==> src/rtl/stream_demux_4.sv <==
// stream_demux_4: registered 1-to-4 stream demultiplexer.
// An accepted input beat is written into the 2-entry FIFO of the channel
// named by in_sel. Each channel drains independently, so a stalled consumer
// only ever blocks beats addressed to its own channel.
module stream_demux_4 #(
   parameter int DATA_WIDTH = 8
) (
   input  logic                  clk,
   input  logic                  rst,
   input  logic [DATA_WIDTH-1:0] in_data,
   input  logic [1:0]            in_sel,
   input  logic                  in_valid,
   output logic                  in_ready,
   output logic [DATA_WIDTH-1:0] out0_data,
   output logic [DATA_WIDTH-1:0] out1_data,
   output logic [DATA_WIDTH-1:0] out2_data,
   output logic [DATA_WIDTH-1:0] out3_data,
   output logic [3:0]            out_valid,
   input  logic [3:0]            out_ready
);

   logic [3:0][1:0][DATA_WIDTH-1:0] mem_q, mem_d;
   logic [3:0][1:0]                 cnt_q, cnt_d;
   logic [3:0]                      wptr_q, wptr_d;
   logic [3:0]                      rptr_q, rptr_d;
   logic [3:0]                      push_vec;
   logic [3:0]                      pop_vec;
   logic [3:0][DATA_WIDTH-1:0]      head_data;

   // A full channel refuses input even when it is popped in the same cycle;
   // in_ready therefore looks only at the registered count of the selected channel.
   assign in_ready = (cnt_q[in_sel] != 2'd2);

   // Next-state computation: route the accepted beat, advance pointers, update occupancy.
   always_comb begin
      mem_d    = mem_q;
      cnt_d    = cnt_q;
      wptr_d   = wptr_q;
      rptr_d   = rptr_q;
      push_vec = '0;
      pop_vec  = '0;
      for (int i = 0; i < 4; i++) begin
         push_vec[i] = in_valid && in_ready && (in_sel == 2'(i));
         pop_vec[i]  = (cnt_q[i] != 2'd0) && out_ready[i];
         if (push_vec[i]) begin
            mem_d[i][wptr_q[i]] = in_data;
            wptr_d[i]           = ~wptr_q[i];
         end
         if (pop_vec[i]) begin
            rptr_d[i] = ~rptr_q[i];
         end
         case ({push_vec[i], pop_vec[i]})
            2'b10:   cnt_d[i] = cnt_q[i] + 2'd1;
            2'b01:   cnt_d[i] = cnt_q[i] - 2'd1;
            default: cnt_d[i] = cnt_q[i];
         endcase
      end
   end

   // State registers; reset discards every buffered beat and ignores any handshake.
   always_ff @(posedge clk) begin
      if (rst) begin
         mem_q  <= '0;
         cnt_q  <= '0;
         wptr_q <= '0;
         rptr_q <= '0;
      end else begin
         mem_q  <= mem_d;
         cnt_q  <= cnt_d;
         wptr_q <= wptr_d;
         rptr_q <= rptr_d;
      end
   end

   // Head-of-FIFO view per channel, forced to zero when the channel is empty
   // so stale data left in a freed entry never shows on the bus.
   always_comb begin
      out_valid = '0;
      head_data = '0;
      for (int i = 0; i < 4; i++) begin
         out_valid[i] = (cnt_q[i] != 2'd0);
         head_data[i] = (cnt_q[i] != 2'd0) ? mem_q[i][rptr_q[i]] : '0;
      end
   end

   assign out0_data = head_data[0];
   assign out1_data = head_data[1];
   assign out2_data = head_data[2];
   assign out3_data = head_data[3];

endmodule

==> config.mk <==
export PLATFORM = sky130hd
export DESIGN_NAME = stream_demux_4
export DESIGN_NICKNAME = d
export VERILOG_FILES = /design/src/rtl/stream_demux_4.sv
export SDC_FILE = /design/constraint.sdc
export NUM_CORES = 1
export LEC_CHECK = 0
export ABC_AREA = 1
export CAP_MARGIN = 20
export CORE_MARGIN = 3
export CORE_UTILIZATION = 34
export DETAILED_ROUTE_END_ITERATION = 8
export PLACE_DENSITY_LB_ADDON = 0.2
export SLEW_MARGIN = 0
export SYNTH_ARGS = -nofsm -noshare
export SYNTH_HDL_FRONTEND = slang
export SYNTH_SLANG_ARGS = --single-unit
==> constraint.sdc <==
create_clock -name clk -period 4.8 [get_ports clk]
set_clock_uncertainty 0.2 [all_clocks]
set_input_delay 1.44 -clock clk [delete_from_list [all_inputs] [get_ports clk]]
set_output_delay 1.44 -clock clk [all_outputs]
set_load 0.05 [all_outputs]
==> flow_summary.rst <==
.. list-table::
   :header-rows: 1

   * - Metric
     - Value
   * - Max capacitance violation total
     - 0
   * - Total of hold buffers inserted after clock tree synthesis
     - 0
   * - Inserted Clock Buffers
     - 9
   * - Vertical extent of the die
     - 113.8 um
   * - Post-CTS setup buffers
     - 0
   * - Max-slew violation count
     - 0
   * - Count of final hold-check violations
     - 0
   * - Vias after detailed routing
     - 3523
   * - Detail Route Antenna Nets
     - 0
   * - Row count
     - 38
   * - Post-synth ARST share
     - 0%
   * - Die outline width
     - 113.8 um
   * - Peak ir drop on the vdd network
     - 0.0002011 V
   * - Nets in the synthesized netlist
     - 629
   * - Avg Cell Area, Syn
     - 6.499 sq um
   * - Clock-pin slew reported for the worst setup and hold paths after clock tree synthesis
     - 0.06 ns
   * - I/O Buffers
     - 53
   * - Setup Viol. Count Final
     - 0
   * - Initial drt markers
     - 149
   * - Post-synthesis instance total
     - 608
   * - Overall routing resource usage
     - 15.61%
   * - Initial cell density of the core
     - 35.67%
   * - Pin count of the biggest net entering global routing
     - 38
   * - Clock latency of the later-clocked register in the worst-skew pair
     - 0.33 ns
   * - Worst-path fanout max
     - 8
   * - Nature of the critical path endpoint
     - output pin
   * - Syn. warnings
     - 0
   * - Vias in the first global route
     - 3341
   * - Critical-path top delay cell
     - sky130_fd_sc_hd__clkdlybuf4s50_1
   * - Count of flip-flops with a built-in enable after synthesis
     - 0
   * - Cell-by-cell trace of the critical path
     - clkdlybuf4s50_1 > inv_2 > nand3_1 > nand2_1 > nor2_1 > nand2_2 > buf_12
   * - Layout Nets
     - 663
   * - DRT Wirelength
     - 9643 um
   * - Number of sinks on the clock net
     - 80
   * - Post-place setup slack
     - 0.4211 ns
   * - Share of the clock period used by the worst path
     - 91.32%
   * - CTS tree
     - done
   * - Maximum clock path buffer count
     - 2
   * - Number of detailed-route iterations in the first pass
     - 4
   * - Final critical-path required period
     - 4.383 ns
   * - Worst hold path class
     - flip-flop to flip-flop
   * - Vias per cell
     - 4.482
   * - Overall overflow remaining after global route
     - 0
   * - Startpoint of the tightest hold check path
     - wptr_q[1]
   * - Slew headroom
     - 49.28%
   * - Worst Setup Slack, final
     - 0.4166 ns
   * - Startpoint of the worst register-to-register path
     - cnt_q[6]
   * - Category of the worst setup path launch point
     - input pin
   * - Global-route wire length before repair
     - 16300 um
   * - H-tree Lvls
     - 3
   * - Worst endpoint data arrival time
     - 2.74 ns
   * - Synth Flop Type
     - sky130_fd_sc_hd__dfxtp_1
   * - Antenna violations before repair
     - 0
   * - Count of instances resized after the clock tree is built
     - 0
   * - Ratio of cells with drive above 1 in the final layout
     - 4.644%
   * - Die footprint
     - 0.01295 sq mm
   * - Half-perimeter wire length of the detailed placement result
     - 6466 um
   * - Netlist cell types
     - 22
   * - Sum of negative setup slack
     - 0 ns
   * - Part of the Yosys area used for sequential elements
     - 40.53%
   * - Synthesis-stage register bit count
     - 80
   * - Maximum achievable frequency
     - 0.2281 GHz
   * - CP Class
     - input pin to output pin
   * - Power per standard cell area
     - 396.5 mW/mm^2
   * - Clock root buffer master
     - sky130_fd_sc_hd__clkbuf_16
   * - Area growth from synthesis to final layout
     - 21.47%
   * - Number of diodes added for antenna fixing
     - 0
   * - Status
     - finished, final reports clean
   * - Largest stage delay, worst path
     - 0.67 ns
   * - Total buffers and inverters traversed by the critical path
     - 3
   * - Number of I/O pins
     - 54
   * - Leak pwr
     - 2.303 nW
   * - Delay-heaviest family, CP
     - buffers and inverters
   * - Gp weighted congestion
     - 0.7482
   * - CP startpoint
     - in_sel[0]
   * - Post-route DRC violation count
     - 0
   * - Worst-Margin Slew
     - 0.7584 ns
   * - Setup repair after global routing missed its margin
     - no
   * - Average wire per standard cell
     - 12.27 um
   * - Synth Cell Area
     - 0.003951 sq mm
   * - Placeable core region
     - 0.01108 sq mm
   * - Data required time at the worst endpoint
     - 3.16 ns
==> state kept, by name (all words and copies together) (netlist names) <==
register / flops
wptr_q: 4
cnt_q: 8
mem_q: 64
rptr_q: 4
==> synth_stat cells (2+ instances only) <==
cell	number	area (sq um)
sky130_fd_sc_hd__ha_1	4	50.05
sky130_fd_sc_hd__buf_6	6	67.56
sky130_fd_sc_hd__inv_1	74	277.8
sky130_fd_sc_hd__nand3_1	7	35.03
sky130_fd_sc_hd__xor2_1	4	35.03
sky130_fd_sc_hd__inv_2	2	7.510
sky130_fd_sc_hd__nor2_1	147	551.8
sky130_fd_sc_hd__buf_2	13	65.06
sky130_fd_sc_hd__nand4_1	3	18.77
sky130_fd_sc_hd__and3_1	4	25.02
sky130_fd_sc_hd__a21oi_1	44	220.2
sky130_fd_sc_hd__dfxtp_1	80	1602
sky130_fd_sc_hd__nor3_1	4	20.02
sky130_fd_sc_hd__o21ai_0	36	180.2
sky130_fd_sc_hd__clkinv_1	4	15.01
sky130_fd_sc_hd__clkbuf_1	12	45.04
sky130_fd_sc_hd__nand2_1	153	574.3
sky130_fd_sc_hd__nand4_4	5	106.4
sky130_fd_sc_hd__buf_4	3	22.52
==> layer usage <==
layer | up-vias | wire (um) | part of all wire [%] | global-route usage (%)
li1 | 1904 | - | - | -
met1 | 1542 | 4522 | 47 | 19.51
met2 | 70 | 4638 | 48 | 27.09
met3 | 7 | 399 | 4.1 | 3.342
met4 | 0 | 82 | 0.85 | 4.513
met5 | - | 0 | 0 | 0
==> placed cells by master, fill, tap and decap left out <==
master and count:
sky130_fd_sc_hd__nand3_1 7, sky130_fd_sc_hd__nor2_1 147, sky130_fd_sc_hd__inv_2 2, sky130_fd_sc_hd__dfxtp_1 80, sky130_fd_sc_hd__nor3_1 4, sky130_fd_sc_hd__clkinvlp_4 2
sky130_fd_sc_hd__nand4_4 5, sky130_fd_sc_hd__nor2_4 1, sky130_fd_sc_hd__clkinv_2 2, sky130_fd_sc_hd__bufinv_16 2, sky130_fd_sc_hd__o21ai_0 36, sky130_fd_sc_hd__and3_1 4
sky130_fd_sc_hd__nand2_1 153, sky130_fd_sc_hd__nand2_2 1, sky130_fd_sc_hd__buf_4 5, sky130_fd_sc_hd__xor2_1 4, sky130_fd_sc_hd__buf_12 1, sky130_fd_sc_hd__clkbuf_16 9
sky130_fd_sc_hd__ha_1 4, sky130_fd_sc_hd__clkinv_1 4, sky130_fd_sc_hd__a21oi_1 44, sky130_fd_sc_hd__nand4_1 3, sky130_fd_sc_hd__clkdlybuf4s50_1 52, sky130_fd_sc_hd__inv_1 74
==> final timing paths <==
| check | end | slack, ns | depth (start not counted) |
|---|---|---|---|
| hold reg to reg | wptr_q[1] | 0.28 | 2 |
| hold / removal | wptr_q[1] | 0.28 | 2 |
| setup reg to reg | mem_q[56] | 2.56 | 8 |
| setup / recovery | in_ready | 0.42 | 7 |
==> kinds of logic after synthesis <==
| group | synth area share [%] |
|---|---|
| xor+xnor | 0.8865 |
| buf+inv | 13.05 |
| fa+ha+maj | 1.267 |
| compound gates | 10.13 |
| flops | 40.53 |
| simple gates | 34.14 |
==> stage by stage <==
step           instances  total power, W  utilization [%]  hold WS [ns]  cell area, sq um
3_3_place_gp         771        0.001198            40.52        0.2649              4489
3_5_place_dp         771        0.001204            40.52        0.2724              4489
5_1_grt              786        0.001991            43.33        0.3099              4800
2_1_floorplan        608        0.001068                -        0.2546              3951
6_report             786        0.001903            43.33        0.2830              4800
4_1_cts              786        0.001929            43.33        0.2811              4800
==> power breakdown <==
group	leakage [nW]	switching (W)	internal [W]
combinational	1.51	0.000292	0.000139
sequential	0.651	0.0000507	0.000703
clock	0.147	0.000267	0.000451
total	2.30	0.000610	0.00129
==> tightest hold or removal path, delay by kind of cell, from the launching register on <==
family	cells	cell delay (ns)
flops	1	0.32
simple gates	1	0.06
compound gates	1	0.05
==> area by class of cell <==
type / count / area [sq um]
fill: 1148 / 6279
multi-input combinational: 413 / 1834
sequential: 80 / 1602
timing repair buffer: 58 / 578.1
inverter: 80 / 300.3
clock buffer: 9 / 225.2
tap: 140 / 175.2
clock inverter: 6 / 85.08
Power figures use the tool's default switching activity.
